--- config.mk ---
export PLATFORM = sky130hd
export DESIGN_NAME = manchester_serial_tx
export DESIGN_NICKNAME = d
export VERILOG_FILES = /design/src/rtl/manchester_pkg.sv /design/src/rtl/manchester_bit_timer.sv /design/src/rtl/manchester_serial_tx.sv
export SDC_FILE = /design/constraint.sdc
export NUM_CORES = 1
export LEC_CHECK = 0
export ABC_AREA = 1
export CORE_MARGIN = 4
export CORE_UTILIZATION = 34
export DETAILED_ROUTE_END_ITERATION = 16
export SLEW_MARGIN = 10
export SYNTH_ARGS = -nofsm -noshare
export SYNTH_HDL_FRONTEND = slang
export SYNTH_HIERARCHICAL = 1
export SYNTH_SLANG_ARGS = --single-unit
--- constraint.sdc ---
create_clock -name clk -period 2.1 [get_ports clk]
set_clock_uncertainty 0.2 [all_clocks]
set_input_delay 0.21 -clock clk [delete_from_list [all_inputs] [get_ports clk]]
set_output_delay 0.21 -clock clk [all_outputs]
set_load 0.02 [all_outputs]
--- src/rtl/manchester_pkg.sv ---
// Shared types and line-coding helper for the serial Manchester transmitter.
// Holds the frame state enum, the per-frame mode constants and the half-bit level function.
package manchester_pkg;

    typedef enum logic [2:0] {
        IDLE,
        PREAMBLE,
        DATA,
        PARITY,
        STOP
    } state_e;

    localparam logic MODE_IEEE   = 1'b0;
    localparam logic MODE_THOMAS = 1'b1;

    // IEEE 802.3: 1 -> low,high ; Thomas: 1 -> high,low (the complement).
    function automatic logic manch_half(input logic b, input logic mode, input logic second_half);
        return (mode == MODE_THOMAS) ? (b ^ second_half) : ~(b ^ second_half);
    endfunction

endpackage

--- src/rtl/manchester_bit_timer.sv ---
// Half-bit timer: counts HALF_BIT_CYCLES enabled cycles per half-bit and tracks bit phase.
// Latency: half_tick_o is combinational on the last cycle of a half; phase_o flips after it.
module manchester_bit_timer #(
    parameter int HALF_BIT_CYCLES = 4
) (
    input  logic clk_i,
    input  logic rst_ni,
    input  logic en_i,
    input  logic clr_i,
    output logic half_tick_o,
    output logic phase_o
);

    localparam int CW = (HALF_BIT_CYCLES > 1) ? $clog2(HALF_BIT_CYCLES) : 1;
    localparam logic [CW-1:0] LAST = CW'(HALF_BIT_CYCLES - 1);

    logic [CW-1:0] cnt_q, cnt_d;
    logic          phase_q, phase_d;

    assign half_tick_o = en_i & (cnt_q == LAST);
    assign phase_o     = phase_q;

    always_comb begin
        cnt_d   = cnt_q;
        phase_d = phase_q;
        if (clr_i) begin
            cnt_d   = '0;
            phase_d = 1'b0;
        end else if (en_i) begin
            if (cnt_q == LAST) begin
                cnt_d   = '0;
                phase_d = ~phase_q;
            end else begin
                cnt_d = cnt_q + CW'(1);
            end
        end
    end

    always_ff @(posedge clk_i or negedge rst_ni) begin
        if (!rst_ni) begin
            cnt_q   <= '0;
            phase_q <= 1'b0;
        end else begin
            cnt_q   <= cnt_d;
            phase_q <= phase_d;
        end
    end

endmodule

--- src/rtl/manchester_serial_tx.sv ---
// Serial Manchester transmitter: preamble, coded payload, optional parity (MANCH_PARITY_EN), idle-low stop.
// Latency: first line level one cycle after accept; s_ready only in IDLE with ena=1, ena=0 freezes everything.
module manchester_serial_tx
    import manchester_pkg::*;
#(
    parameter int DATA_W          = 8,
    parameter int HALF_BIT_CYCLES = 4,
    parameter int PREAMBLE_BITS   = 8,
    parameter int MSB_FIRST       = 1
) (
    input  logic              clk,
    input  logic              rst_n,
    input  logic              ena,
    input  logic              mode,
    input  logic              s_valid,
    output logic              s_ready,
    input  logic [DATA_W-1:0] s_data,
    output logic              tx_out,
    output logic              tx_oe,
    output logic              busy,
    output logic              done
);

    localparam int CNT_MAX = (PREAMBLE_BITS > DATA_W) ? PREAMBLE_BITS : DATA_W;
    localparam int BW      = $clog2(CNT_MAX + 1);
    localparam logic [BW-1:0] PRE_LAST  = BW'((PREAMBLE_BITS > 0) ? PREAMBLE_BITS - 1 : 0);
    localparam logic [BW-1:0] DATA_LAST = BW'(DATA_W - 1);

    state_e            state_q, state_d;
    logic [DATA_W-1:0] shreg_q, shreg_d, shifted;
    logic [BW-1:0]     bit_cnt_q, bit_cnt_d;
    logic              mode_q, mode_d;
    logic              tx_q, tx_d;
    logic              done_q, done_d;
    logic              cur_bit, accept, busy_int, half_tick, phase;
`ifdef MANCH_PARITY_EN
    logic              parity_q, parity_d;
`endif

    function automatic logic head_bit(input logic [DATA_W-1:0] w);
        return (MSB_FIRST != 0) ? w[DATA_W-1] : w[0];
    endfunction

    assign busy_int = (state_q != IDLE);
    assign s_ready  = (state_q == IDLE) & ena;
    assign accept   = s_valid & s_ready;
    assign shifted  = (MSB_FIRST != 0) ? (shreg_q << 1) : (shreg_q >> 1);

    assign tx_out = tx_q;
    assign tx_oe  = busy_int;
    assign busy   = busy_int;
    assign done   = done_q;

    manchester_bit_timer #(.HALF_BIT_CYCLES(HALF_BIT_CYCLES)) u_timer (
        .clk_i       (clk),
        .rst_ni      (rst_n),
        .en_i        (ena & busy_int),
        .clr_i       (accept),
        .half_tick_o (half_tick),
        .phase_o     (phase)
    );

    always_comb begin
        cur_bit = 1'b0;
        case (state_q)
            PREAMBLE: cur_bit = ~bit_cnt_q[0];
            DATA:     cur_bit = head_bit(shreg_q);
`ifdef MANCH_PARITY_EN
            PARITY:   cur_bit = parity_q;
`endif
            default:  cur_bit = 1'b0;
        endcase
    end

    always_comb begin
        state_d   = state_q;
        shreg_d   = shreg_q;
        bit_cnt_d = bit_cnt_q;
        mode_d    = mode_q;
        tx_d      = tx_q;
        done_d    = 1'b0;
`ifdef MANCH_PARITY_EN
        parity_d  = parity_q;
`endif
        if (accept) begin
            shreg_d   = s_data;
            mode_d    = mode;
            bit_cnt_d = '0;
`ifdef MANCH_PARITY_EN
            parity_d  = ^s_data;
`endif
            if (PREAMBLE_BITS > 0) begin
                state_d = PREAMBLE;
                tx_d    = manch_half(1'b1, mode, 1'b0);
            end else begin
                state_d = DATA;
                tx_d    = manch_half(head_bit(s_data), mode, 1'b0);
            end
        end else if (busy_int && half_tick) begin
            if (!phase) begin
                tx_d = (state_q == STOP) ? 1'b0 : manch_half(cur_bit, mode_q, 1'b1);
            end else begin
                // Bit boundary: advance and present the first half of whatever comes next.
                case (state_q)
                    PREAMBLE: begin
                        if (bit_cnt_q == PRE_LAST) begin
                            state_d   = DATA;
                            bit_cnt_d = '0;
                            tx_d      = manch_half(head_bit(shreg_q), mode_q, 1'b0);
                        end else begin
                            bit_cnt_d = bit_cnt_q + BW'(1);
                            tx_d      = manch_half(bit_cnt_q[0], mode_q, 1'b0);
                        end
                    end
                    DATA: begin
                        shreg_d = shifted;
                        if (bit_cnt_q == DATA_LAST) begin
                            bit_cnt_d = '0;
`ifdef MANCH_PARITY_EN
                            state_d   = PARITY;
                            tx_d      = manch_half(parity_q, mode_q, 1'b0);
`else
                            state_d   = STOP;
                            tx_d      = 1'b0;
`endif
                        end else begin
                            bit_cnt_d = bit_cnt_q + BW'(1);
                            tx_d      = manch_half(head_bit(shifted), mode_q, 1'b0);
                        end
                    end
`ifdef MANCH_PARITY_EN
                    PARITY: begin
                        state_d = STOP;
                        tx_d    = 1'b0;
                    end
`endif
                    STOP: begin
                        state_d = IDLE;
                        tx_d    = 1'b0;
                        done_d  = 1'b1;
                    end
                    default: begin
                        state_d = IDLE;
                        tx_d    = 1'b0;
                    end
                endcase
            end
        end
    end

    always_ff @(posedge clk or negedge rst_n) begin
        if (!rst_n) begin
            state_q   <= IDLE;
            shreg_q   <= '0;
            bit_cnt_q <= '0;
            mode_q    <= MODE_IEEE;
            tx_q      <= 1'b0;
            done_q    <= 1'b0;
`ifdef MANCH_PARITY_EN
            parity_q  <= 1'b0;
`endif
        end else if (ena) begin
            state_q   <= state_d;
            shreg_q   <= shreg_d;
            bit_cnt_q <= bit_cnt_d;
            mode_q    <= mode_d;
            tx_q      <= tx_d;
            done_q    <= done_d;
`ifdef MANCH_PARITY_EN
            parity_q  <= parity_d;
`endif
        end
    end

endmodule
==> flow_summary.yaml, run 1 <==
worst_setup_path:
  crit_type: "reg -> out"
  cp_slowest_cell: "dfrtp_1"
  path_cells: "inv_1 -> nand2_2 -> nor2_4 -> dlygate4sd2_1"
  start_kind: "register"
  crit_path_end_kind: "primary output"
  cp.arrival_ns: 1.51
  worstPathMaxFanout: 5
  worstPathRequired_ns: 1.69
  path_buf_inv: 2
  critPathTopFamily: "buffers and inverters"
  slowest_delay_ns: 0.43
timing:
  hold_ws_ns: 0.0320
  post-route-min-period_ns: 1.92
  min_period_over_period_pct: 91.6
  setup_viol: 0
  worst_pin_slew_ns: 0.378
  slew_viol_final: 0
  max_freq_mhz: 520
  rsz0062_at_grt: "false"
  slew_headroom_pct: 74.6
  setup_tns_ns: 0
  finalHoldViolCount: 0
grt:
  grt_max_degree: 22
  antenna_found_initial: 0
  grtUsageTotal_pct: 12.4
  grt_overflow: 0
  grt_pass1_vias: 1058
  grt_pass1_wl_um: 4350
power_and_ir_drop:
  cellPowerDensity_nw_per_um2: 1240
  p_comb_share_pct: 48.7
  internal_power_mw: 1.01
  netSwitchingPower_mw: 0.811
  netSwitchingFraction_pct: 44.6
  leakage_nw: 0.739
  ir_drop_v: 0.000409
  pwr-share-clk_pct: 11.2
  p_seq_share_pct: 40.1
synthesis:
  synthCells: 157
  synth.most_common_cell: "nand2_1"
  syn_avg_cell_area_um2: 7.75
  ys_top_cells_by_area: "dfrtp_1 (43%), nand2_1 (14%), inv_1 (7.1%)"
  synth_area_um2: 1220
  ys_ff_latch: 21
  synth_fp_nets: 172
  synth_common_cells: "nand2_1 (46), inv_1 (23), dfrtp_1 (21)"
  synth-async-reset-ratio_pct: 100
  synth_top_area_share_pct: 43.2
  synth.distinct_cells: 23
  yosysWarnings: 6
  synth_area_leader_cell: "dfrtp_1"
  ys_seq_area_share_pct: 43.2
  synthFlopType: "dfrtp_1"
  synth_edf_count: 0
placement:
  io_buffers: 17
  dpl.hpwl_um: 1920
  gp_congestion: 0.795
  placed_cell_area_um2: 1440
job:
  cap_violations: 0
final_layout:
  diodes: 0
  multi_input_area_um2: 577
  nNetsFinal: 193
  regArea_um2: 526
  postLayoutCellArea_um2: 1470
  area_growth_pct: 20.7
  nFillCells: 346
  drive_gt1_share_pct: 7.34
outcome:
  status: "complete, no violations"
route:
  drcViolationCount: 0
  final_antenna_net_count: 0
  drt_iter0_drc: 27
  via_per_inst: 4.78
  drt-pass1-iter-count: 4
  wirelength_um: 2510
  vias: 1067
  wl_per_cell_um: 11.2
die:
  die_height_um: 67.8
  die_w_um: 67.8
  die-area_um2: 4600
  core-area_um2: 3390
  initial_utilization_pct: 35.9
  ios: 18
  rows: 21
clock_tree:
  post_cts_buffers: 0
  cts_tree: "done"
  htree_levels: 1
  cts_sinks: 21
  path_clk_slew_ns: 0.12
  clock_path_buffers: 2
  insertion_delay_ns: 0.31
  cts_buffers: 3
  clock_tree.root_cell: "clkbuf_4"
min_path:
  min_path_type: "in -> async"
## power groups by stage
stage / combinational [mW] / sequential [mW] / clock [mW]
floorplan: 0.671 / 0.717 / 0
global placement: 0.871 / 0.732 / 0
detailed placement: 0.899 / 0.742 / 0
CTS: 0.899 / 0.732 / 0.213
global route: 1.01 / 0.756 / 0.220
finish: 0.885 / 0.730 / 0.204
## placed cells by master, fill, tap and decap left out, drive strengths merged
cell type and count:
nor3 2, o21bai 1, nor2 11, nand2 48, inv 23, ha 2
dfrtp 21, o211ai 7, clkdlybuf4s50 14, nand3 12, nand3b 1, clkbuf 4
o21ai 16, buf 3, dlymetal6s2s 2, nand4 3, xnor2 1, a21oi 5
dlygate4sd2 1
## worst paths after layout
path,from,end,slack [ns],cells after the start
min in group clk,s_data[0],shreg_q[0]$_DFFE_PN0P_,0.27,3
worst min register to register,done$_DFFE_PN0P_,done$_DFFE_PN0P_,0.32,2
worst max-delay path,state_q[0]$_DFFE_PN0P_,s_ready,0.18,4
worst max register to register,state_q[0]$_DFFE_PN0P_,shreg_q[4]$_DFFE_PN0P_,0.22,8
max in group asynchronous,rst_n,bit_cnt_q[3]$_DFFE_PN0P_,1.44,2
worst min-delay path,rst_n,done$_DFFE_PN0P_,0.03,2
## area by class of cell
type / count / share of cell area, %
timing repair buffer: 20 / 13.4
tap: 46 / 3.92
sequential: 21 / 35.8
inverter: 23 / 5.88
clock buffer: 4 / 1.79
multi-input combinational: 109 / 39.3
## cell families (layout without fill, tap and decap cells)
family / count (synthesis) / in the layout / synth area share [%]
buf+inv: 27 / 47 / 9.46
xor+xnor: 1 / 1 / 0.720
compound gates: 29 / 29 / 15.4
flops: 21 / 21 / 43.2
fa+ha+maj: 2 / 2 / 2.06
simple gates: 77 / 77 / 29.2
## per-layer routing
layer | up-vias | GRT usage [%] | wire length (µm)
li1 | 550 | - | -
met2 | 19 | 22.0 | 1210
met5 | - | 0 | 0
met3 | 4 | 2.46 | 107
met4 | 0 | 5.21 | 48
met1 | 494 | 14.4 | 1150
## through the flow
| stage | cells | worst slack [ns] | util [%] | total power [mW] |
|---|---|---|---|---|
| after floorplan | 157 | 0.310 | - | 1.39 |
| after global placement | 219 | 0.0932 | 42.5 | 1.60 |
| after detailed placement | 219 | 0.0157 | 42.5 | 1.64 |
| after CTS | 223 | 0.0518 | 43.2 | 1.84 |
| after global routing | 223 | 0.0544 | 43.3 | 1.99 |
| final | 223 | 0.176 | 43.3 | 1.82 |
## what timing repair did
action / in CTS / in global routing
endpoints found under the setup margin: 1 / 2
gates resized for setup: 1 / 2
hold buffers: 0 / 0
pin swaps: 0 / 0
## registers in the layout (all words and copies together) (netlist names)
name,cells
tx_out,1
state_q,3
mode_q,1
bit_cnt_q,4
u_timer/cnt_q,2
done,1
shreg_q,8
u_timer/phase_o,1
Note: power is estimated with default switching activity, not from simulation.
==> run 2: changes to the inputs <==
--- a/config.mk
+++ b/config.mk
@@ -9,7 +9,7 @@
 export CORE_MARGIN = 4
 export CORE_UTILIZATION = 34
 export DETAILED_ROUTE_END_ITERATION = 16
-export SLEW_MARGIN = 10
+export SLEW_MARGIN = 20
 export SYNTH_ARGS = -nofsm -noshare
 export SYNTH_HDL_FRONTEND = slang
 export SYNTH_HIERARCHICAL = 1
==> results of run 2 <==
Final layout, timing and power as in run 1 (identical DEF).
==> run 3: changes to the inputs <==
--- a/config.mk
+++ b/config.mk
@@ -6,9 +6,9 @@
 export NUM_CORES = 1
 export LEC_CHECK = 0
 export ABC_AREA = 1
-export CORE_MARGIN = 4
 export CORE_UTILIZATION = 34
 export DETAILED_ROUTE_END_ITERATION = 16
+export PLACE_DENSITY = 0.61
 export SLEW_MARGIN = 20
 export SYNTH_ARGS = -nofsm -noshare
 export SYNTH_HDL_FRONTEND = slang
==> run 3 against run 2 <==
Effect of this change: combinational power barely moved; sequential share of layout area did not move; flip-flop and latch count did not move; core utilization did not move; total power fell by 0.59%; critical path depth rose by 4; register-to-register slack got worse by 0.03 ns; worst setup slack improved by 0.016 ns; via count fell by 1.2%; highest routed layer unchanged.
==> flow_summary.yaml, run 3 (same netlist as run 1, synthesis figures left out) <==
outcome:
  status: "complete, no violations"
clock_tree:
  cts_sinks: 21
  htree_levels: 1
  clock_tree.root_cell: "clkbuf_4"
  insertion_delay_ns: 0.29
  cts_tree: "done"
  clock_path_buffers: 2
  postCtsHoldBufs: 0
  path_clk_slew_ns: 0.11
  cts_buffers: 3
worst_setup_path:
  cp_slowest_cell: "dfrtp_1"
  endpoint: "shreg_q[2]$_DFFE_PN0P_"
  critPathTopFamily: "compound AO/OA/AOI/OAI gates"
  reg2reg_to: "shreg_q[2]$_DFFE_PN0P_"
  crit_cells: 8
  reg2reg_depth: 8
  crit_type: "reg -> reg"
  worstReg2RegStart: "state_q[0]$_DFFE_PN0P_"
  path_buf_inv: 2
  crit_path_start: "state_q[0]$_DFFE_PN0P_"
  ff2ff_setup_slack_ns: 0.19
  crit_path_end_kind: "register"
  crit_top_cell: "inv_1"
  worstPathRequired_ns: 2.12
  cp.arrival_ns: 1.93
  slowest_delay_ns: 0.42
  path_cells: "inv_1 -> a21oi_4 -> nand2_1 -> inv_1 -> nand3_4 -> o21ai_4 -> o211ai_1 -> o21ai_0"
  worstPathMaxFanout: 15
  start_kind: "register"
die:
  die_height_um: 61.8
  ios: 18
  die_w_um: 61.8
  rows: 21
  core-area_um2: 3390
  die-area_um2: 3820
  initial_utilization_pct: 35.9
grt:
  grt_pass1_wl_um: 4100
  grt_max_degree: 22
  grt_overflow: 0
  grt_pass1_vias: 1001
  grtUsageTotal_pct: 14.7
  antenna_found_initial: 0
route:
  final_antenna_net_count: 0
  wl_per_cell_um: 10.9
  wirelength_um: 2420
  via_per_inst: 4.73
  drt_iter0_drc: 20
  drcViolationCount: 0
  vias: 1054
  drt-pass1-iter-count: 4
timing:
  setup_viol: 0
  post-route-min-period_ns: 1.91
  finalHoldViolCount: 0
  worst_pin_slew_ns: 0.357
  setup_slack_ns: 0.192
  min_period_over_period_pct: 90.9
  setup_tns_ns: 0
  slew_viol_final: 0
  slew_headroom_pct: 76.0
  max_freq_mhz: 524
  rsz0062_at_grt: "false"
min_path:
  min_path_type: "in -> async"
final_layout:
  top_register: "shreg_q"
  diodes: 0
  drive_gt1_share_pct: 7.34
  final_common_cell: "nand2_1"
  area_growth_pct: 20.7
  top_regs: "shreg_q: 8 flops, bit_cnt_q: 4 flops, state_q: 3 flops"
  nNetsFinal: 193
  final_cell_mix: "nand2_1 (46), inv_1 (23), dfrtp_1 (21)"
  largest_register_ffs: 8
  final_cells: 223
job:
  cap_violations: 0
power_and_ir_drop:
  leakage_nw: 0.739
  cellPowerDensity_nw_per_um2: 1230
  ir_drop_v: 0.000359
placement:
  dp_slack_ns: 0.0164
  io_buffers: 17
  dpl.hpwl_um: 1830
  place_inst: 219
  gp_congestion: 0.764
-- run 3: cell counts in the layout (fill, tap and decap cells not counted) --
Identical to the previous run, type by type.
-- run 3: area by class of cell --
type	instances	area (µm²)
Fill cell	350	1920
Multi-Input combinational cell	109	577
Sequential cell	21	526
Timing Repair Buffer	20	196
Inverter	23	86.3
Tap cell	46	57.6
Clock buffer	4	26.3
-- run 3: worst min path at each step --
stage,startpoint,to
2_1_floorplan,rst_n,bit_cnt_q[0]$_DFFE_PN0P_
3_3_place_gp,done$_DFFE_PN0P_,done$_DFFE_PN0P_
3_5_place_dp,done$_DFFE_PN0P_,done$_DFFE_PN0P_
4_1_cts,rst_n,done$_DFFE_PN0P_
5_1_grt,rst_n,u_timer/cnt_q[0]$_DFFE_PN0P_
6_report,rst_n,state_q[2]$_DFFE_PN0P_
-- run 3: power by group --
| part | switching, mW | internal [mW] |
|---|---|---|
| sequential | 0.155 | 0.579 |
| combinational | 0.527 | 0.357 |
| clock | 0.116 | 0.0738 |
-- run 3: what timing repair did --
item	4_1_cts	5_1_grt
buffers inserted	0	0
gates resized for setup	1	2
endpoints found under the setup margin	1	2
-- run 3: metrics by stage --
stage          power, mW  utilization (%)  hold WS (ns)  instance area, µm²
3_3_place_gp        1.60             42.5         0.295                1440
4_1_cts             1.83             43.2        0.0526                1460
6_report            1.81             43.3        0.0530                1470
2_1_floorplan       1.39                -        -0.286                1220
5_1_grt             2.01             43.3        0.0381                1470
3_5_place_dp        1.64             42.5         0.281                1440
-- run 3: layer usage --
| metal | vias up | part of all wire, % | GRT usage [%] | wire length (µm) |
|---|---|---|---|---|
| met1 | 476 | 47 | 17.3 | 1150 |
| met2 | 26 | 48 | 26.3 | 1170 |
| met4 | 0 | 0.78 | 5.71 | 19 |
| met5 | - | 0 | 0 | 0 |
| met3 | 2 | 3.7 | 2.69 | 90 |
| li1 | 550 | - | - | - |
